==> src/rtl/uart_alu_ctrl.sv <==
// Packet controller between the UART RX and TX byte streams.
// It parses framed commands, then either echoes the payload or returns a 32-bit add/sub reduction.
module uart_alu_ctrl #(
    parameter int          DATA_WIDTH = 8,
    parameter int unsigned MAX_LEN    = 32'h0000_FFFF
) (
    input  logic                  clk_i,
    input  logic                  reset_n_i,
    input  logic [DATA_WIDTH-1:0] rx_tdata_i,
    input  logic                  rx_tvalid_i,
    output logic                  rx_tready_o,
    output logic [DATA_WIDTH-1:0] tx_tdata_o,
    output logic                  tx_tvalid_o,
    input  logic                  tx_tready_i,
    output logic                  busy_o,
    output logic                  err_o
);

    localparam logic [7:0] OP_ECHO = 8'hEC;
    localparam logic [7:0] OP_ADD  = 8'hA0;
    localparam logic [7:0] OP_SUB  = 8'hA1;

    typedef enum logic [2:0] {HDR, ECHO, ACC, TX, DRAIN, ERR} state_t;

    state_t      state_reg, state_next;
    logic [1:0]  hdr_cnt_reg, hdr_cnt_next;
    logic [1:0]  byte_cnt_reg, byte_cnt_next;
    logic [1:0]  tx_cnt_reg, tx_cnt_next;
    logic [7:0]  opcode_reg, opcode_next;
    logic [7:0]  len_lo_reg, len_lo_next;
    logic [15:0] remaining_reg, remaining_next;
    logic [23:0] shift_reg, shift_next;
    logic        first_reg, first_next;
    logic [31:0] acc_reg, acc_next;
    logic [7:0]  tx_data_reg, tx_data_next;
    logic        tx_valid_reg, tx_valid_next;
    logic        busy_reg, busy_next;
    logic        err_reg, err_next;
    logic        run_reg;

    logic        rx_ready;
    logic        rx_fire;
    logic [15:0] hdr_len;
    logic [15:0] payload_len;
    logic [31:0] operand;

    // run_reg keeps the input closed during reset and for the first cycle after release.
    assign rx_tready_o = run_reg & rx_ready;
    assign rx_fire     = rx_tvalid_i & rx_tready_o;
    assign hdr_len     = {rx_tdata_i, len_lo_reg};
    assign payload_len = hdr_len - 16'd4;
    assign operand     = {rx_tdata_i, shift_reg};

    assign tx_tdata_o  = tx_data_reg;
    assign tx_tvalid_o = tx_valid_reg;
    assign busy_o      = busy_reg;
    assign err_o       = err_reg;

    always_comb begin
        rx_ready = 1'b0;
        case (state_reg)
            HDR:     rx_ready = !tx_valid_reg;
            ECHO:    rx_ready = !tx_valid_reg || tx_tready_i;
            ACC:     rx_ready = 1'b1;
            DRAIN:   rx_ready = (remaining_reg != 16'd0);
            default: rx_ready = 1'b0;
        endcase
    end

    always_comb begin
        state_next     = state_reg;
        hdr_cnt_next   = hdr_cnt_reg;
        byte_cnt_next  = byte_cnt_reg;
        tx_cnt_next    = tx_cnt_reg;
        opcode_next    = opcode_reg;
        len_lo_next    = len_lo_reg;
        remaining_next = remaining_reg;
        shift_next     = shift_reg;
        first_next     = first_reg;
        acc_next       = acc_reg;
        tx_data_next   = tx_data_reg;
        tx_valid_next  = tx_valid_reg & ~tx_tready_i;
        err_next       = 1'b0;

        case (state_reg)
            HDR: begin
                if (rx_fire) begin
                    hdr_cnt_next = hdr_cnt_reg + 2'd1;
                    case (hdr_cnt_reg)
                        2'd0: opcode_next = rx_tdata_i;
                        2'd2: len_lo_next = rx_tdata_i;
                        2'd3: begin
                            remaining_next = payload_len;
                            byte_cnt_next  = 2'd0;
                            first_next     = 1'b1;
                            tx_cnt_next    = 2'd0;
                            if (hdr_len < 16'd4 || 32'(hdr_len) > MAX_LEN) begin
                                state_next = ERR;
                                err_next   = 1'b1;
                            end else if (opcode_reg == OP_ECHO) begin
                                if (payload_len != 16'd0) state_next = ECHO;
                            end else if ((opcode_reg == OP_ADD || opcode_reg == OP_SUB) &&
                                         payload_len != 16'd0 && payload_len[1:0] == 2'b00) begin
                                state_next = ACC;
                            end else begin
                                state_next = DRAIN;
                                err_next   = 1'b1;
                            end
                        end
                        default: ;
                    endcase
                end
            end
            ECHO: begin
                if (rx_fire) begin
                    tx_data_next   = rx_tdata_i;
                    tx_valid_next  = 1'b1;
                    remaining_next = remaining_reg - 16'd1;
                    if (remaining_reg == 16'd1) state_next = HDR;
                end
            end
            ACC: begin
                if (rx_fire) begin
                    shift_next     = {rx_tdata_i, shift_reg[23:8]};
                    byte_cnt_next  = byte_cnt_reg + 2'd1;
                    remaining_next = remaining_reg - 16'd1;
                    if (byte_cnt_reg == 2'd3) begin
                        first_next = 1'b0;
                        if (first_reg)                acc_next = operand;
                        else if (opcode_reg == OP_SUB) acc_next = acc_reg - operand;
                        else                          acc_next = acc_reg + operand;
                        if (remaining_reg == 16'd1) state_next = TX;
                    end
                end
            end
            TX: begin
                // The accumulator is shifted down as bytes leave, so the next byte is always [7:0].
                if (!tx_valid_reg) begin
                    tx_data_next  = acc_reg[7:0];
                    acc_next      = {8'd0, acc_reg[31:8]};
                    tx_valid_next = 1'b1;
                end else if (tx_tready_i) begin
                    if (tx_cnt_reg == 2'd3) begin
                        tx_cnt_next = 2'd0;
                        state_next  = HDR;
                    end else begin
                        tx_cnt_next   = tx_cnt_reg + 2'd1;
                        tx_data_next  = acc_reg[7:0];
                        acc_next      = {8'd0, acc_reg[31:8]};
                        tx_valid_next = 1'b1;
                    end
                end
            end
            DRAIN: begin
                if (remaining_reg == 16'd0) begin
                    state_next = HDR;
                end else if (rx_fire) begin
                    remaining_next = remaining_reg - 16'd1;
                    if (remaining_reg == 16'd1) state_next = HDR;
                end
            end
            ERR:     state_next = HDR;
            default: state_next = HDR;
        endcase

        busy_next = !(state_next == HDR && hdr_cnt_next == 2'd0);
    end

    always_ff @(posedge clk_i or negedge reset_n_i) begin
        if (!reset_n_i) begin
            state_reg     <= HDR;
            hdr_cnt_reg   <= 2'd0;
            byte_cnt_reg  <= 2'd0;
            tx_cnt_reg    <= 2'd0;
            opcode_reg    <= 8'd0;
            len_lo_reg    <= 8'd0;
            remaining_reg <= 16'd0;
            shift_reg     <= 24'd0;
            first_reg     <= 1'b0;
            acc_reg       <= 32'd0;
            tx_data_reg   <= 8'd0;
            tx_valid_reg  <= 1'b0;
            busy_reg      <= 1'b0;
            err_reg       <= 1'b0;
            run_reg       <= 1'b0;
        end else begin
            state_reg     <= state_next;
            hdr_cnt_reg   <= hdr_cnt_next;
            byte_cnt_reg  <= byte_cnt_next;
            tx_cnt_reg    <= tx_cnt_next;
            opcode_reg    <= opcode_next;
            len_lo_reg    <= len_lo_next;
            remaining_reg <= remaining_next;
            shift_reg     <= shift_next;
            first_reg     <= first_next;
            acc_reg       <= acc_next;
            tx_data_reg   <= tx_data_next;
            tx_valid_reg  <= tx_valid_next;
            busy_reg      <= busy_next;
            err_reg       <= err_next;
            run_reg       <= 1'b1;
        end
    end

endmodule

==> config.mk <==
export PLATFORM = sky130hd
export DESIGN_NAME = uart_alu_ctrl
export DESIGN_NICKNAME = d
export VERILOG_FILES = /design/src/rtl/uart_alu_ctrl.sv
export SDC_FILE = /design/constraint.sdc
export NUM_CORES = 1
export LEC_CHECK = 0
export BUFFER_PORTS_ARGS = -buffer_cell sky130_fd_sc_hd__buf_2
export CORE_AREA = 4 4 133 135
export CTS_BUF_LIST = sky130_fd_sc_hd__clkbuf_8
export DETAILED_ROUTE_END_ITERATION = 6
export DIE_AREA = 0 0 137 139
export PLACE_DENSITY_LB_ADDON = 0.08
export SETUP_SLACK_MARGIN = 0.4
export SYNTH_ARGS = -nofsm -noshare
export SYNTH_HDL_FRONTEND = slang
export SYNTH_SLANG_ARGS = --single-unit
==> constraint.sdc <==
create_clock -name clk_i -period 8.8 [get_ports clk_i]
set_clock_uncertainty 0.15 [all_clocks]
set_input_delay 0.44 -clock clk_i [delete_from_list [all_inputs] [get_ports clk_i]]
set_output_delay 0.44 -clock clk_i [all_outputs]
set_load 0.02 [all_outputs]
# == After elaboration in Yosys (flattened, before gate mapping) ==
# Cells that the tools add are included.
# Widths: inputs -> output; s select.
# word_totals
ff_bits,110
latchBits,0
ram_bits,0
rom_bits,0
inputBits,12
out_inout_bits,12
wordCells,140
memories,0
# classes
addsub,7
mul,0
div_mod_pow,0
magnitude_cmp,1
n_eq_ne,22
n_shift,0
n_mux,61
bitwise_logic,4
reduce_logical,30
# op_table
operator,count
$mux 32,7
$mux 16,4
$pmux 32 s2,1
$pmux 16 s3,1
$mux 3,15
$add 32x32->32,1
$mux 8,4
$reduce_bool 16->1,2
$sub 32x32->32,1
$eq 8x8->1 const B,3
$eq 16x1->1 const B,1
$logic_not 16->1,1
$lt 16x3->1 const B,1
$mux 2,8
$pmux 8 s2,1
$sub 16x1->16 const B,1
$sub 16x3->16 const B,1
$pmux 3 s5,1
$reduce_and 5->1,3
$mux 1,14
$ne 2x2->1 const B,7
$reduce_and 4->1,3
$eq 2x2->1 const B,4
$pmux 2 s2,2
other kinds (20),38

# == Longest topological paths before layout ==
# logic_depth
word_depth,13
ltp_mapped,19
ltp_nobuf,18

# == Worst setup path before layout ==
# Ideal clock, no wire load.
# synth_path
path_kind,register to register
start,register shift_reg[9]
end,register acc_reg[29]
setup_ns,0.137
t_arrival_ns,3.614
required_ns,8.513
slack_ns,4.899
stages_incl_launch_ff,19
n_path_buf,0
period_less_slack_ns,3.901
cell_sequence,dfrtp_1 -> nor3_1 -> nand2b_1 -> or2_1 -> or3_1 -> or3_4 -> nor4_2 -> nor2_1 -> xnor2_1 -> ha_1 -> a21oi_1 -> nor2b_1 -> o21ai_0 -> o21ai_0 -> a31oi_1 -> a21oi_1 -> xor2_1 -> mux2i_1 -> a21oi_1
# synth_via
elab_chain_cells,6
elab_cells_between_ends,7
cone_classes,add/sub (2); mux (5)
# synth_rtl
item,line,source
from (decl),32,"logic [23:0] shift_reg, shift_next;"
from (signal assigned),194,shift_reg <= shift_next;
$add 32x32->32 / $sub 32x32->32 (equally long branches),"131, 130",
$mux 32 (*),130,else if (opcode_reg == OP_SUB) acc_next = acc_reg - operand;
$mux 32 (*),129,if (first_reg) acc_next = operand;
$mux 32 (*),127,if (byte_cnt_reg == 2'd3) begin
$mux 32 (*),123,if (rx_fire) begin
$pmux 32 s2 (*),85,case (state_reg)
to (signal assigned),196,acc_reg <= acc_next;
to (decl),34,"logic [31:0] acc_reg, acc_next;"
# Mark *: on every way between the ends. The rest lies on a longest branch, timed or not. The select of a mux whose other input is x is not followed.
# A chain may end at the register's enable or synchronous reset.

# == Worst setup path after layout ==
# layout_path
start,register opcode_reg[1]
end,register acc_reg[30]
# layout_via
elab_chain_cells,6
# layout_rtl
item,line,source
from (decl),29,"logic [7:0] opcode_reg, opcode_next;"
from (signal assigned),191,opcode_reg <= opcode_next;
$eq 8x8->1,130,
$mux 32,130,
$mux 32,129,
$mux 32,127,
$mux 32,123,
$pmux 32 s2,85,
# No other way between the ends. The select of a mux whose other input is x is not followed.

==> results.md <==
- Most frequent cell after synthesis: nand2_1
- Crit-path cells: nor2_1, nand3_1, nor4_1, nand2_1, nor2_1, a21oi_1, fa_1, a21oi_1, nor2_1, o21a_1, a2111o_1, a21oi_1, o31a_1, o21ai_1, xnor2_1, o211ai_1
- Leak: 0.003738 uW
- WL per Instance: around 20 um
- Worst VDD drop: around 0.12 mV
- Cts bufs inserted: 9
- WP data required: 8930 ps
- Die height: 139 um
- Cell types occupying the most area after synthesis: dfrtp_1 (35%), ha_1 (6.7%), nand2_1 (5.7%), mux2_2 (5.6%), a21oi_1 (4.6%)
- Die area: ~19000 sq um
- Max-Cap Viols: 0
- Final critical-path share of the clock period: between 50% and 60%
- Antenna violations before repair: 0
- Pwr per Cell Area: 194.2 nW/um^2
- Vias in the first global route: 6662
- Post-CTS Setup Bufs: 0
- Starting Density: between 40% and 50%
- # resized after CTS: 0
- Leading post-synthesis cells by instance count: nand2_1 (119), dfrtp_1 (110), a21oi_1 (72)
- RSZ-0062 raised after global routing: no
- Skew-Pair Late Insertion Delay: between 400 and 500 ps
- Ys Warns: 0
- Sw power: 623.2 uW
- Worst setup margin: 4144 ps
- Post-synthesis cell type count: 67
- Io pins: 24
- CP max-delay cell: nand2_1
- Clock Sinks: 110
- Worst path max stage delay: roughly 530 ps
- DRT Pass-1 Iters: 5
- Crit. End Element: flip-flop
- Ys flop type: dfrtp_1
- Sw frac: about two fifths
- Synth area leader: dfrtp_1
- Fin crit period: around 4700 ps
- P&R area growth vs syn: 6.583%
- Routed Antenna Nets: 0
- Final net count: between 900 and 1000
- Status: complete, no violations
- Crit Path Class: reg -> reg
- I/O Buffers: 23
- Initial DRC Count: 637
- Grt total ovfl: 0
- GP Congestion: roughly 0.9
- CTS H-Tree Depth: 3
- Final Hold Vio Count: 0
- WP buf/inv: 0
- Worst setup SP type: flip-flop
- Largest net degree at the start of global routing: between 60 and 70
- Asr flop ratio synth: 100.0%
- Worst-Margin Slew: between 1000 and 1500 ps
- First-pass GRT wire length: around 36 mm
- Clk slew on worst S/H paths: 110 ps
- Root buffer cell: clkbuf_8
- Clock Path Buffers: 2
- Vias/cell: ~6.0
- Syn_nets: just under 1000
- Syn avg cell area: around 8.5 sq um
- Row cnt: 47
- Core Region: between 15000 and 20000 sq um
- Critical path's top delay family: compound AO/OA/AOI/OAI gates
- Fin. max-slew vios: 0
- Int Pwr: 997.7 uW
- Gate power share: 33.0%
- Setup TNS: 0 ps
- Antenna diodes: 0
- WP data arrival: 4780 ps
- Seq pwr share: between 40% and 50%
- Detailed Place HPWL: between 15 and 20 mm
- CP Max Fanout: 18
- Post-synthesis cell count: a little over 900
- Clock share of power: between 20% and 30%
- GRT Util Overall: 23.94%
- Hold WC Path Type: in -> reg
- Die Width: approximately 140 um
- Layout cells sized above 1: 11.28%
- Yosys top cell area share: 35.15%
- Hold Buf Count CTS: 1
- CTS tree: built
- Post-synth EDFFs: 0
- Achievable Freq: approximately 0.21 GHz
- Final WL: roughly 22 mm
- Worst slew margin: between 20% and 30%
- Post-Place Setup Slack: ~4200 ps
- Synth Cell Area: approximately 7800 sq um
- FF+latch count, synth: 110
- Max FFs per register: 32
- Vias: around 7000
- Seq/Total Area, Yosys: between 30% and 40%
- Finish-stage setup viols: 0
- Post-route DRC: 0
- Layout Utilization: between 50% and 60%
cell type report:
class,instances,area (sq um)
fill,1605,8119
multi-input combinational,742,4815
sequential,110,2753
tap,220,275.3
timing repair buffer,31,180.2
clock buffer,10,137.6
clock inverter,6,100.1
inverter,23,86.33
cell usage in the layout (no fill, tap or decap), types with 6 or more instances in the layout:
cell | netlist | layout
o31ai_1 | 8 | 8
clkbuf_8 | 0 | 10
nor2_1 | 58 | 58
dfrtp_1 | 110 | 110
nand2_1 | 119 | 119
xnor2_1 | 36 | 36
o211ai_1 | 22 | 22
mux2_2 | 39 | 39
buf_4 | 0 | 8
mux2i_1 | 7 | 7
nand2b_1 | 13 | 13
nand3_1 | 36 | 36
a21oi_1 | 72 | 72
nor2b_1 | 8 | 8
o21ai_1 | 30 | 29
a21o_1 | 8 | 8
a31oi_1 | 18 | 18
and2_1 | 6 | 6
ha_1 | 42 | 42
nand4_1 | 7 | 7
and3_1 | 6 | 6
xor2_1 | 33 | 33
nor3_1 | 24 | 24
or3_1 | 11 | 11
buf_2 | 5 | 22
nor4_1 | 10 | 10
o21ai_0 | 57 | 57
inv_1 | 22 | 22
per-stage QoR:
step | hold slack [ps] | instance area, sq um | std cells | power, uW
after floorplan | -5.591 | 7831 | 923 | 1096
after global placement | 324.6 | 8099 | 1125 | 1230
after detailed placement | 338.6 | 8099 | 1125 | 1251
after CTS | 107.6 | 8347 | 1142 | 1625
after global routing | 115.2 | 8347 | 1142 | 1730
final | 117.1 | 8347 | 1142 | 1621
final timing paths:
kind                          startpoint  cells past startpoint  slack [ps]             to
setup / recovery           opcode_reg[1]                     16        4140    acc_reg[30]
hold / removal               tx_tready_i                      2         120    tx_tvalid_o
hold reg to reg            tx_cnt_reg[0]                      1         360  tx_cnt_reg[0]
min in group asynchronous      reset_n_i                      2         420         busy_o
setup reg to reg           opcode_reg[1]                     16        4140    acc_reg[30]
max in group asynchronous      reset_n_i                      3        6790    acc_reg[28]
cell families (layout without fill, tap and decap cells):
logic type,Yosys count,in the layout,synth area share [%]
buffers and inverters,71,70,3.579
adder cells (fa/ha/maj),43,43,6.966
XOR/XNOR,69,69,7.717
AND/OR/NAND/NOR,331,331,20.82
flip-flops,110,110,35.15
AO/OA/AOI/OAI,251,251,19.08
multiplexers,47,47,6.646
other,1,1,0.04789
routing by layer:
| metal | vias to the layer above | track usage, % | wire, um |
|---|---|---|---|
| met5 | - | 0 | 0 |
| met4 | 0 | 7.248 | 404 |
| met3 | 31 | 2.141 | 923 |
| met2 | 186 | 36.66 | 10150 |
| met1 | 3375 | 35.82 | 10930 |
| li1 | 3308 | - | - |
power groups by stage:
stage | clock, uW | sequential [uW] | combinational (uW)
CTS | 382 | 707 | 536
global placement | 0 | 712 | 518
floorplan | 0 | 716 | 380
finish | 377 | 709 | 535
global route | 398 | 725 | 607
detailed placement | 0 | 718 | 533
Power figures use the tool's default switching activity.
